### config.mk
export PLATFORM = sky130hd
export DESIGN_NAME = audio_frame_ctrl
export DESIGN_NICKNAME = d
export VERILOG_FILES = /design/src/rtl/audio_frame_ctrl.sv
export SDC_FILE = /design/constraint.sdc
export NUM_CORES = 1
export LEC_CHECK = 0
export CELL_PAD_IN_SITES_DETAIL_PLACEMENT = 0
export CELL_PAD_IN_SITES_GLOBAL_PLACEMENT = 1
export CORE_ASPECT_RATIO = 0.7
export CORE_MARGIN = 2
export CORE_UTILIZATION = 34
export CTS_CLUSTER_SIZE = 10
export DETAILED_ROUTE_END_ITERATION = 7
export PLACE_DENSITY = 0.89
export SYNTH_ARGS = -nofsm -noshare
export SYNTH_HDL_FRONTEND = slang
export SYNTH_SLANG_ARGS = --single-unit
### constraint.sdc
create_clock -name clk -period 1.7 [get_ports clk]
set_input_delay 0.17 -clock clk [delete_from_list [all_inputs] [get_ports clk]]
set_output_delay 0.17 -clock clk [all_outputs]
set_load 0.05 [all_outputs]
### src/rtl/audio_frame_ctrl.sv
`default_nettype none
// ============================================================================
//  Module   : audio_frame_ctrl
//  Purpose  : Turns codec LR-clock sample events into ping-pong frame RAM
//             writes and offers each completed bank to the FFT core.
//  Options  : AUDIO_FRAME_MIX_EN - write (L+R)/2 instead of the ch_sel channel
//  Revision : 1.0 - initial release
// ============================================================================
module audio_frame_ctrl #(
    parameter int ADDR_W = 8,
    parameter int DATA_W = 16
) (
    input  logic              clk,
    input  logic              reset,
    input  logic              run,
    input  logic              adclrck,
    input  logic [DATA_W-1:0] sample_l,
    input  logic [DATA_W-1:0] sample_r,
    input  logic              ch_sel,
    input  logic              frame_ack,
    output logic              wr_en,
    output logic              wr_bank,
    output logic [ADDR_W-1:0] wr_addr,
    output logic [DATA_W-1:0] wr_data,
    output logic              frame_valid,
    output logic              frame_bank,
    output logic              busy,
    output logic [7:0]        overrun_cnt
);

    typedef enum logic [1:0] {
        S_IDLE    = 2'd0,
        S_FILL    = 2'd1,
        S_OVERRUN = 2'd2
    } state_t;

    localparam logic [ADDR_W-1:0] c_addr_last = '1;

    state_t            r_state, w_state_n;
    logic [2:0]        r_sync;
    logic              r_evt;
    logic [1:0]        r_bank_full, w_bank_full_n, w_full_acked;
    logic              r_fb, w_fb_n;
    logic              r_old, w_old_n;
    logic [ADDR_W-1:0] r_addr, w_addr_n;
    logic [7:0]        r_ovr, w_ovr_n;
    logic              r_wr_en, w_wr_en_n;
    logic              r_wr_bank, w_wr_bank_n;
    logic [ADDR_W-1:0] r_wr_addr, w_wr_addr_n;
    logic [DATA_W-1:0] r_wr_data, w_wr_data_n;
    logic [DATA_W-1:0] w_sample;
    logic              w_ack;

`ifdef AUDIO_FRAME_MIX_EN
    logic [DATA_W:0] w_sum;
    logic            w_unused_bits;
    assign w_sum         = {sample_l[DATA_W-1], sample_l} + {sample_r[DATA_W-1], sample_r};
    // Dropping the LSB of the widened sum is an arithmetic shift that floors.
    assign w_sample      = w_sum[DATA_W:1];
    assign w_unused_bits = ^{ch_sel, w_sum[0]};
`else
    assign w_sample = ch_sel ? sample_r : sample_l;
`endif

    // Two sync flops, one edge-detect flop, then a registered event pulse.
    always_ff @(posedge clk) begin
        if (reset) begin
            r_sync <= 3'b000;
            r_evt  <= 1'b0;
        end else begin
            r_sync <= {r_sync[1:0], adclrck};
            r_evt  <= r_sync[1] & ~r_sync[2];
        end
    end

    always_comb begin
        w_ack        = frame_ack & (|r_bank_full);
        // An ack is applied before any completion in the same cycle.
        w_full_acked = r_bank_full;
        if (w_ack) begin
            w_full_acked[r_old] = 1'b0;
        end
        w_state_n     = r_state;
        w_bank_full_n = w_full_acked;
        w_fb_n        = r_fb;
        w_addr_n      = r_addr;
        w_old_n       = w_ack ? ~r_old : r_old;
        w_ovr_n       = r_ovr;
        w_wr_en_n     = 1'b0;
        w_wr_bank_n   = r_wr_bank;
        w_wr_addr_n   = r_wr_addr;
        w_wr_data_n   = r_wr_data;

        if (!run) begin
            w_state_n = S_IDLE;
            w_addr_n  = '0;
        end else begin
            case (r_state)
                S_IDLE: begin
                    w_addr_n = '0;
                    if (&w_full_acked) begin
                        w_state_n = S_OVERRUN;
                    end else begin
                        w_state_n = S_FILL;
                        w_fb_n    = w_full_acked[0];
                    end
                end
                S_FILL: begin
                    if (r_evt) begin
                        w_wr_en_n   = 1'b1;
                        w_wr_bank_n = r_fb;
                        w_wr_addr_n = r_addr;
                        w_wr_data_n = w_sample;
                        if (r_addr == c_addr_last) begin
                            w_bank_full_n[r_fb] = 1'b1;
                            w_addr_n            = '0;
                            if (w_full_acked[~r_fb]) begin
                                w_state_n = S_OVERRUN;
                            end else begin
                                w_fb_n  = ~r_fb;
                                w_old_n = r_fb;
                            end
                        end else begin
                            w_addr_n = r_addr + ADDR_W'(1);
                        end
                    end
                end
                S_OVERRUN: begin
                    if (r_evt && (r_ovr != 8'hFF)) begin
                        w_ovr_n = r_ovr + 8'd1;
                    end
                    if (w_ack) begin
                        w_state_n = S_FILL;
                        w_fb_n    = r_old;
                        w_addr_n  = '0;
                    end
                end
                default: w_state_n = S_IDLE;
            endcase
        end
    end

    always_ff @(posedge clk) begin
        if (reset) begin
            r_state     <= S_IDLE;
            r_bank_full <= 2'b00;
            r_fb        <= 1'b0;
            r_old       <= 1'b0;
            r_addr      <= '0;
            r_ovr       <= 8'd0;
            r_wr_en     <= 1'b0;
            r_wr_bank   <= 1'b0;
            r_wr_addr   <= '0;
            r_wr_data   <= '0;
        end else begin
            r_state     <= w_state_n;
            r_bank_full <= w_bank_full_n;
            r_fb        <= w_fb_n;
            r_old       <= w_old_n;
            r_addr      <= w_addr_n;
            r_ovr       <= w_ovr_n;
            r_wr_en     <= w_wr_en_n;
            r_wr_bank   <= w_wr_bank_n;
            r_wr_addr   <= w_wr_addr_n;
            r_wr_data   <= w_wr_data_n;
        end
    end

    assign wr_en       = r_wr_en;
    assign wr_bank     = r_wr_bank;
    assign wr_addr     = r_wr_addr;
    assign wr_data     = r_wr_data;
    assign frame_valid = |r_bank_full;
    assign frame_bank  = r_old;
    assign busy        = (r_state != S_IDLE);
    assign overrun_cnt = r_ovr;

endmodule
`default_nettype wire

==> metrics, run 1 <==
via count of the first global-routing pass=1998; number of cells traversed by the worst register-to-register path=6; drt first pass iters=4; cell area after synthesis=2380 um^2; post-placement setup slack=-0.0273 ns; critical path, cell by cell=clkdlybuf4s50_1; Worst Setup Path Type=flop to primary output; number of clock sinks seen by CTS=52; worst slew pin tran=0.523 ns; Nets=395; proportion of register bits with asynchronous set or reset after synthesis=0%; clock buffer count from CTS=5; Worst Setup SP=wr_data[12]$_SDFFE_PP0P_; final setup violation count=0; maximum VDD drop=0.000331 V; start point of the worst min-delay path=r_sync[2]$_SDFF_PP0_; Leakage Power=1.38 nW; final worst-path cycle share=96.0%; clk buf depth=2; antenna violations before repair=0; Slew Limit Headroom=65.1%; path class of the lowest-slack min-delay path=flop to flop; number of enable-type register cells in the synthesized netlist=0; type of element capturing the critical path=primary output; Worst setup SP type=flop; dominant synthesized flop cell=sky130_fd_sc_hd__dfxtp_1; count of H-tree levels built during CTS=2; final hold violations=0; slowest library cell on the worst path=sky130_fd_sc_hd__clkdlybuf4s50_1; DIE AREA=7690 um^2; number of antenna cells inserted=0; required time reported for the critical path endpoint=1.53 ns; number of distinct library cells after synthesis=43; Cell Area, Placed=3310 um^2; first-pass GRT wire length=8980 um; FP Rows=25; most common cell after layout, fill and taps aside=sky130_fd_sc_hd__clkdlybuf4s50_1; endpoint of the most critical register-to-register path=r_fb$_SDFFE_PP0P_; shortest period the worst path allows=1.63 ns; proportion of synthesized chip area in sequential cells=43.8%; number of standard cells after synthesis=264; Arrival @ worst endpoint=1.46 ns; last weighted congestion value of the routability-driven placer=0.813; power density relative to cell area=675 nW/um^2; Filler Cells Inserted=660; largest net degree at the start of global routing=26; Overall Global Routing Usage=14.3%; number of port buffers=74; global-route congestion overflow total=0; layout cells sized above 1=20.2%; WL/cell=12.4 um; final WL=5550 um; maximum operating frequency=0.613 GHz; CTS tree=yes; hold-critical path endpoint=r_evt$_SDFF_PP0_; synth-to-layout area growth=45.5%; r2r startpoint=r_state[0]$_SDFFE_PP0P_; hold-fix buffer count after cts=0; final slew viol count=0; worst setup margin=0.0686 ns; Worst Path Max Fanout=2; post-detailed-route via-to-cell ratio=4.85; Avg Cell Area, Syn=9.00 um^2; number of top-level pins=75; vertical extent of the die=74.0 um; final HPWL from detailed placement=4300 um; number of DRC violations after detailed routing=0; final design area excluding fillers=3460 um^2; Hold Path Depth=1; clock input transition at the sequential cells of the worst setup and hold paths=0.10 ns; stage delay of the slowest cell on the critical path=0.82 ns; combined buffer and inverter count along the critical path=1; number of antenna-violating nets in the routed design=0; Fin Setup TNS=0 ns; number of maximum-capacitance constraint violations=0; Die Span X=104 um; status=completed; FF+latch count, synth=52; floorplan core area=6760 um^2; nets in the synthesized netlist=308; reg-to-reg setup timing slack=0.12 ns; count of warnings emitted by yosys=0; leading cell types in the layout, fill and taps excluded=sky130_fd_sc_hd__clkdlybuf4s50_1, sky130_fd_sc_hd__dfxtp_1, sky130_fd_sc_hd__nor2_1, sky130_fd_sc_hd__buf_4, sky130_fd_sc_hd__nand2_1; Crit path max-delay family=buffers and inverters; final setup skew=0.00996 ns; Initial DRC Count=46; clock tree root driver cell=sky130_fd_sc_hd__clkbuf_8; starting utilization of the core area=35.2%; total number of vias=2162; Clk Latency, worst-skew pair=0.30 ns
synthesized netlist by cell type (all sizes together) (2+ instances only):
master,count,area share [%]
xor2,10,3.7
and4,2,0.74
a311oi,3,1.6
nand4,4,1.1
or3,3,0.79
buf,6,1.4
a21oi,16,3.5
nor2,37,5.8
and2b,2,0.74
ha,6,3.2
a211oi,17,5.6
nand3,9,2.4
clkbuf,9,1.4
nand2,31,4.9
nand2b,3,0.79
and3,5,1.3
xnor2,3,1.1
a41oi,2,1.1
nor3,2,0.42
inv,4,0.63
o21ai,6,1.9
mux2i,17,7.2
nor2b,5,1.3
dfxtp,52,44
worst max path at each step:
stage                                    to  depth (start not counted)
finish                          wr_data[12]                          1
global route          frame_bank$_SDFF_PP0_                          7
CTS                          overrun_cnt[3]                          1
detailed placement        r_fb$_SDFFE_PP0P_                          6
global placement    r_state[0]$_SDFFE_PP0P_                          6
floorplan                 r_fb$_SDFFE_PP0P_                          6
cell type report:
class	instances	area (um^2)	area share (%)
repair buffers	95	912	26.4
clock buffers	5	68.8	1.99
flip-flops and latches	52	1050	30.3
multi-input cells	193	1270	36.7
well taps	94	118	3.40
inverters	4	15.0	0.434
clock inverters	3	27.5	0.796
metal layers:
layer / up-vias / GRT usage (%) / wire length (um)
met1: 1000 / 17.7 / 2540
met3: 2 / 5.96 / 503
met5: - / 0 / 0
li1: 1098 / - / -
met2: 62 / 24.0 / 2480
met4: 0 / 2.70 / 20
where the power goes:
part / total, W / leakage, nW / internal [W] / switching (W)
logic: 0.000356 / 0.908 / 0.000196 / 0.000159
registers: 0.00124 / 0.422 / 0.00123 / 0.00000990
clock network: 0.000740 / 0.0463 / 0.000303 / 0.000437
flip-flops by register name, summed over array words and instances (netlist names):
register     cells
r_sync           3
r_bank_full      2
wr_en            1
r_addr           8
overrun_cnt      8
r_evt            1
wr_data         16
frame_bank       1
wr_bank          1
r_fb             1
wr_addr          8
r_state          2
what timing repair did:
item / in CTS / in global routing
pin swaps: 0 / 2
resized for setup: 1 / 14
buffers inserted: 0 / 2
endpoints found under the setup margin: 2 / 29
metrics by stage:
stage | util [%] | hold slack (ns) | total power, W | cells
2_1_floorplan | - | 0.298 | 0.00144 | 264
6_report | 51.2 | 0.387 | 0.00234 | 446
4_1_cts | 50.5 | 0.391 | 0.00235 | 444
5_1_grt | 51.2 | 0.396 | 0.00243 | 446
3_5_place_dp | 49.1 | 0.375 | 0.00161 | 436
3_3_place_gp | 49.1 | 0.372 | 0.00160 | 436
cells by family after synthesis:
family                   count (synthesis)  share of synthesized area (%)
multiplexers                            17                           7.16
AND/OR/NAND/NOR                        104                           20.6
flip-flops                              52                           43.8
buffers and inverters                   19                           3.42
XOR/XNOR                                13                           4.79
adder cells (fa/ha/maj)                  6                           3.16
AO/OA/AOI/OAI                           53                           17.1
(Power assumes the default switching activity.)
==> run 2, diff against run 1 <==
CORE_MARGIN = not set   (was 2)
==> run 2 against run 1 <==
Net effect: largest power group unchanged; clock power is 3.4% lower; register-to-register slack got worse by 0.06 ns; highest routed layer unchanged; via count grew 0.42%; flip-flop and latch count did not move; count of clock-buffer cells in the layout unchanged; combinational power up 1%.
==> metrics, run 2 (synthesis gave the netlist of run 1 again) <==
Slew Limit Headroom=65.0%; vertical extent of the die=72.0 um; global-route congestion overflow total=0; antenna violations before repair=0; final HPWL from detailed placement=4230 um; Worst Setup SP=wr_data[2]$_SDFFE_PP0P_; drt first pass iters=4; final slew viol count=0; leading cell types in the layout, fill and taps excluded=sky130_fd_sc_hd__clkdlybuf4s50_1, sky130_fd_sc_hd__dfxtp_1, sky130_fd_sc_hd__nor2_1; CTS tree=yes; start point of the worst min-delay path=r_sync[2]$_SDFF_PP0_; non-filler instance count after layout=448; Leakage Power=1.35 nW; synth-to-layout area growth=45.7%; starting utilization of the core area=35.2%; final worst-path cycle share=96.8%; FP Rows=25; clk buf depth=2; clock buffer count from CTS=5; Cell Area, Placed=3300 um^2; number of DRC violations after detailed routing=0; maximum operating frequency=0.608 GHz; placed cell count=437; hold-fix buffer count after cts=0; via count of the first global-routing pass=2029; power density relative to cell area=668 nW/um^2; Arrival @ worst endpoint=1.48 ns; largest net degree at the start of global routing=40; clock input transition at the sequential cells of the worst setup and hold paths=0.10 ns; WL/cell=13.1 um; combined buffer and inverter count along the critical path=1; clock tree root driver cell=sky130_fd_sc_hd__clkbuf_8; Crit path max-delay family=buffers and inverters; required time reported for the critical path endpoint=1.53 ns; shortest period the worst path allows=1.65 ns; type of element capturing the critical path=primary output; Worst Path Max Fanout=2; worst slew pin tran=0.523 ns; RSZ-0062 raised after global routing=true; stage delay of the slowest cell on the critical path=0.82 ns; r2r startpoint=r_state[0]$_SDFFE_PP0P_; number of antenna cells inserted=0; most common cell after layout, fill and taps aside=sky130_fd_sc_hd__clkdlybuf4s50_1; last weighted congestion value of the routability-driven placer=0.875; number of port buffers=74; Nets=397; number of antenna-violating nets in the routed design=0; critical path, cell by cell=clkdlybuf4s50_1; slowest library cell on the worst path=sky130_fd_sc_hd__clkdlybuf4s50_1; Overall Global Routing Usage=15.4%; final hold violations=0; number of flip-flops in the largest register=16; total number of vias=2171; final design area excluding fillers=3460 um^2; final setup violation count=0; number of clock sinks seen by CTS=52; number of maximum-capacitance constraint violations=0; Worst Setup Path Type=flop to primary output; final setup skew=0.00790 ns; Initial DRC Count=91; floorplan core area=6760 um^2; layout cells sized above 1=19.2%; first-pass GRT wire length=8980 um; maximum VDD drop=0.000499 V; path class of the lowest-slack min-delay path=flop to flop; Die Span X=102 um; post-detailed-route via-to-cell ratio=4.85; Clk Latency, worst-skew pair=0.30 ns; Worst setup SP type=flop; final WL=5860 um; DIE AREA=7340 um^2; count of H-tree levels built during CTS=2; status=completed; number of top-level pins=75
-- run 2: cell types whose count changed in the layout (fill, tap and decap cells not counted), moves of 2 or more --
cell                              previous run  this run
sky130_fd_sc_hd__and3_4                      0         2
sky130_fd_sc_hd__and3_1                      4         2
sky130_fd_sc_hd__clkdlybuf4s50_1            50        54
sky130_fd_sc_hd__dlymetal6s2s_1              4         2
sky130_fd_sc_hd__buf_12                      4         2
-- run 2: routing by layer --
layer  share of wire (%)  track usage [%]  vias up  wire length [um]
li1                    -                -     1095                 -
met1                  45             19.7     1002              2660
met2                  45             25.2       72              2630
met3                 9.3             5.88        2               546
met4                0.32             2.38        0                19
met5                   0                0        -                 0
-- run 2: report_power, final --
part           leakage (nW)  switching [W]  internal, W
clock                0.0485       0.000419     0.000296
combinational         0.876       0.000164     0.000196
sequential            0.422     0.00000929      0.00123
total                  1.35       0.000592      0.00172
-- run 2: through the flow --
| step | util [%] | setup TNS (ns) | power (W) | hold slack (ns) | worst slack (ns) |
|---|---|---|---|---|---|
| 6_report | 51.3 | 0 | 0.00231 | 0.386 | 0.0541 |
| 4_1_cts | 50.3 | 0 | 0.00232 | 0.389 | 0.0192 |
| 3_5_place_dp | 48.9 | -0.0327 | 0.00161 | 0.374 | -0.0327 |
| 2_1_floorplan | - | -0.0106 | 0.00144 | 0.298 | -0.0106 |
| 5_1_grt | 51.3 | -0.0284 | 0.00241 | 0.407 | -0.0142 |
| 3_3_place_gp | 48.9 | 0 | 0.00160 | 0.374 | 0.00584 |
-- run 2: timing repair --
item,4_1_cts,5_1_grt
setup endpoints to repair,2,22
gates cloned,0,2
pin swaps,0,1
setup buffers,0,1
endpoints found under the hold margin,0,0
resized for setup,2,11
-- run 2: cell type report --
| cell class | instances | area [um^2] |
|---|---|---|
| clock inverters | 3 | 22.5 |
| well taps | 94 | 118 |
| multi-input cells | 193 | 1280 |
| inverters | 4 | 15.0 |
| repair buffers | 97 | 918 |
| clock buffers | 5 | 68.8 |
| flip-flops and latches | 52 | 1050 |
| fillers | 657 | 3290 |
-- run 2: worst paths after layout --
| kind | endpoint | slack [ns] | cells after the start |
|---|---|---|---|
| max | wr_data[2] | 0.05 | 1 |
| min | r_evt$_SDFF_PP0_ | 0.39 | 1 |
| max reg2reg | overrun_cnt[6]$_SDFFE_PP0P_ | 0.06 | 7 |
| min reg2reg | r_evt$_SDFF_PP0_ | 0.39 | 1 |
==> RTL change 1 (settings of run 1) <==
Re-encode `state_t` (3 states) as one-hot, 3 bits wide.
--- a/src/rtl/audio_frame_ctrl.sv
+++ b/src/rtl/audio_frame_ctrl.sv
@@ -28,10 +28,10 @@
     output logic [7:0]        overrun_cnt
 );
 
-    typedef enum logic [1:0] {
-        S_IDLE    = 2'd0,
-        S_FILL    = 2'd1,
-        S_OVERRUN = 2'd2
+    typedef enum logic [2:0] {
+        S_IDLE    = 3'b001,
+        S_FILL    = 3'b010,
+        S_OVERRUN = 3'b100
     } state_t;
 
     localparam logic [ADDR_W-1:0] c_addr_last = '1;
Formal check against the unedited RTL: same outputs for any inputs over 10 cycles, from zero or initial values and one cycle with reset high; not proved beyond that.
==> RTL change 1 against run 1 <==
- register-to-register slack worse by 0.12 ns
- global-route usage rose by 1.5 points
- first-iteration DRC count up 120%
- wire length up 8.1%
- power shrank 4.7%
- design area up 1.4%
- synthesized area up 0.11%
- via count rose by 2.0%
- setup slack got worse by 0.067 ns
- count of clock-buffer cells in the layout rose by 1
- sequential cell count is 1 higher
- critical endpoint is now overrun_cnt[5]
==> RTL change 1: results <==
metrics = {
    "routing": {
        "drt_iter0_drc": 100,
        "routed-via-count": 2205,
        "drt_pass1_iterations": 4,
        "routed_wl_um": 6000,
    },
    "critical_path": {
        "ff2ff_path_depth": 5,
        "crit_type": "flop to flop",
        "worst_ep_arrival_time_ns": 1.93,
        "cp_max_fo": 7,
        "critPathCapture": "overrun_cnt[5]",
        "reg2reg_from": "r_state[2]",
        "rrSetupSlack_ns": 0.002,
    },
    "worst_hold_path": {
        "worstHoldPathCells": 1,
        "worstHoldPathType": "flop to flop",
        "min_to": "r_evt",
        "min-delay-start": "r_sync[2]",
    },
    "grt": {
        "antenna_found_initial": 0,
        "track_usage_pct": 15.8,
        "grt_pass1_wl_um": 9800,
        "first_global_vias": 2030,
        "grt_overflow": 0,
        "grt_max_degree": 42,
    },
    "synth": {
        "synth_warnings": 0,
        "yosys.cell_types.count": 45,
        "seq_area_frac_synth_pct": 44.6,
        "syn_nets": 309,
        "synthTopCellsByCount": "dfxtp_1 (53), nor2_1 (36), nand2_1 (27)",
        "async_reset_ff_share_pct": 0,
        "synth.area.top_cells": "dfxtp_1 (45%), mux2i_1 (7.2%), nor2_1 (5.7%)",
    },
    "placement": {
        "dp_hpwl_um": 4480,
        "place_congestion": 0.879,
        "portBuffers": 74,
        "placedInstanceArea_sq_um": 3380,
    },
    "sta": {
        "timing.hold.ws_ns": 0.394,
        "maxSlewViolCount": 0,
        "finClkSkew_ns": 0.0125,
        "slew_headroom_pct": 64.4,
    },
    "final_layout": {
        "fin_nets": 398,
        "final_layout_size_suffix_gt1_share_pct": 17.5,
        "largest_reg_flops": 16,
        "nFillCells": 669,
        "antenna_cells": 0,
    },
    "power_and_ir_drop": {
        "sw_frac_of_total_pct": 24.1,
        "leakagePower_nw": 1.31,
        "worst_ir_drop_vdd_v": 0.000313,
        "p_clk_share_pct": 31.7,
        "powerComb_mw": 0.260,
    },
    "clock_network": {
        "clk_pin_slew_ns": 0.10,
        "h-tree-depth": 2,
        "cts_resized": 3,
        "cts_buffers": 5,
        "clk_latency_ns": 0.31,
        "postCtsSetupRepairBufs": 0,
    },
    "outcome": {
        "status": "complete, no violations",
    },
}
[RTL change 1: cell count changes after synthesis, sizes merged, moves of 3 or more]
cell	change
ha	-4
nor3b	+4
nand2	-4
a21oi	+5
o21ai	+4
xnor2	+3
xor2	-5
[RTL change 1: worst max-delay path: stages (launching register included)]
cell and delay [ns]:
dfxtp_4 0.39, or3b_4 0.43, a211oi_4 0.21, nand3_2 0.12
or3_1 0.32, a21oi_1 0.15
[RTL change 1: final cells by class]
class | instances | area [sq um] | share of cell area [%]
multi-input combinational | 199 | 1270 | 36.3
tap | 94 | 118 | 3.35
inverter | 2 | 7.51 | 0.214
timing repair buffer | 97 | 938 | 26.7
clock inverter | 2 | 15.0 | 0.428
clock buffer | 6 | 72.6 | 2.07
sequential | 53 | 1080 | 30.9
[RTL change 1: per-layer routing]
layer / up-vias / routed length, um / track usage, %
met5: - / 0 / 0
li1: 1132 / - / -
met2: 64 / 2520 / 24.2
met3: 4 / 407 / 4.47
met1: 1005 / 3020 / 22.2
met4: 0 / 44 / 4.05
[RTL change 1: kinds of logic (layout without fill, tap and decap cells)]
kind of cell / Yosys count / in the layout / synth area share [%]
buf+inv: 17 / 107 / 3.37
fa+ha+maj: 2 / 2 / 1.05
simple gates: 110 / 110 / 23.4
compound gates: 59 / 59 / 16.4
xor+xnor: 11 / 11 / 4.05
mux: 17 / 17 / 7.15
flops: 53 / 53 / 44.6
[RTL change 1: metrics by stage]
step | setup TNS (ns) | setup WS (ns) | power, mW | cells
final | 0 | 0.00173 | 2.23 | 453
after global routing | -0.253 | -0.0639 | 2.32 | 453
after CTS | 0 | 0.00372 | 2.25 | 452
after detailed placement | -0.401 | -0.200 | 1.54 | 444
after global placement | -0.0712 | -0.0304 | 1.54 | 444
after floorplan | -0.0701 | -0.0377 | 1.40 | 269
==> RTL change 2 (flow settings as in run 1) <==
Without the edit above. Build with the macro `AUDIO_FRAME_MIX_EN` defined.
--- a/src/rtl/audio_frame_ctrl.sv
+++ b/src/rtl/audio_frame_ctrl.sv
@@ -6,6 +6,8 @@
 //  Options  : AUDIO_FRAME_MIX_EN - write (L+R)/2 instead of the ch_sel channel
 //  Revision : 1.0 - initial release
 // ============================================================================
+`define AUDIO_FRAME_MIX_EN
+
 module audio_frame_ctrl #(
     parameter int ADDR_W = 8,
     parameter int DATA_W = 16
Function: changed (a bounded check fails within 10 cycles, from zero or initial values and one cycle with reset high).
==> RTL change 2 against run 1 <==
- non-clock buffer count rose by 44
- wire length rose by 53%
- design area rose by 35%
- first-iteration DRC count rose to 3.0 times the old value
- critical path depth rose by 6
- synthesized area rose by 21%
- die area rose by 20%
- sequential cell count did not move
- setup slack got worse by 0.054 ns
- register-to-register slack got worse by 0.04 ns
Power is not compared: it rests on default switching activity, and its combinational part moved more than twofold at a synthesized area within 25%.
==> RTL change 2: results <==
metrics = {
    "clock_network": {
        "cts_root_buffer": "clkbuf_16",
        "cts_resized": 46,
        "clk_pin_slew_ns": 0.07,
        "postCtsSetupRepairBufs": 6,
        "cts_buffer_depth": 2,
        "clk_latency_ns": 0.29,
        "cts_buffers": 5,
    },
    "critical_path": {
        "rrSetupSlack_ns": 0.08,
        "critPathCapture": "wr_data[14]",
        "cp_max_fo": 4,
        "startpoint": "sample_l[8]",
        "cpPeakStageDelay_ns": 0.45,
        "regToRegEndpoint": "overrun_cnt[5]",
    },
    "power_and_ir_drop": {
        "p_int_mw": 2.36,
        "p_seq_share_pct": 38.7,
        "power_mw": 3.20,
        "p_clk_share_pct": 35.4,
        "leakagePower_nw": 1.91,
    },
    "synth": {
        "yosys.cell_types.count": 56,
        "seq_area_frac_synth_pct": 36.0,
        "synth_warnings": 0,
        "avgSynthCellArea_sq_um": 8.23,
        "synthTopCellsByCount": "nand2_1 (61), dfxtp_1 (52), a21oi_1 (42)",
        "syn_nets": 411,
        "synth.area.top_cells": "dfxtp_1 (36%), ha_1 (9.1%), nand2_1 (7.9%)",
    },
    "worst_hold_path": {
        "min-delay-start": "r_sync[2]",
    },
    "sta": {
        "max_freq_ghz": 0.593,
        "timing.hold.ws_ns": 0.382,
        "finalHoldViolCount": 0,
        "finClkSkew_ns": 0.00462,
        "setup_viol": 0,
        "worst_pin_slew_ns": 0.537,
    },
    "routing": {
        "drt_iter0_drc": 137,
        "routed_wl_um": 8470,
        "routed_via_density": 5.06,
        "drt_pass1_iterations": 5,
        "wl_per_cell_um": 14.3,
    },
    "placement": {
        "dp_hpwl_um": 6330,
        "dp_slack_ns": -0.592,
        "dp_cells": 575,
        "portBuffers": 73,
        "placedInstanceArea_sq_um": 4130,
        "place_congestion": 0.805,
    },
    "final_layout": {
        "final_layout_size_suffix_gt1_share_pct": 33.8,
        "antenna_cells": 0,
        "fin_nets": 547,
    },
    "grt": {
        "use_met1_pct": 24.0,
        "grt_pass1_wl_um": 13200,
        "antenna_found_initial": 0,
        "first_global_vias": 2832,
        "use_met3_pct": 3.88,
        "grtUsageMet2_pct": 29.0,
        "grt_max_degree": 30,
        "track_usage_pct": 17.6,
    },
    "outcome": {
        "status": "complete, no violations",
    },
}
## RTL change 2: cell count changes in the layout (fill, tap and decap cells not counted), sizes merged, moves of 12 or more
cell,run 1,this run
buf,41,91
a21oi,16,43
a211oi,17,2
clkdlybuf4s50,50,30
mux2i,17,2
nand2,31,62
o21ai,6,18
ha,6,21
## RTL change 2: cells by family after synthesis
group	share of synthesized area [%]
AND/OR/NAND/NOR	24.9
AO/OA/AOI/OAI	19.9
flip-flops	36.0
adder cells (fa/ha/maj)	9.79
XOR/XNOR	6.37
buffers and inverters	2.25
multiplexers	0.693
## RTL change 2: area by class of cell
cell class / instances / area [sq um]
fill: 768 / 3660
multi-input combinational: 282 / 2090
timing repair buffer: 139 / 1190
sequential: 52 / 1060
tap: 105 / 131
clock buffer: 5 / 125
clock inverter: 3 / 41.3
inverter: 7 / 35.0
## RTL change 2: per-layer routing
layer	vias up	routed length (um)
met2	62	3900
met4	0	36
met3	5	409
li1	1522	-
met1	1413	4120
met5	-	0
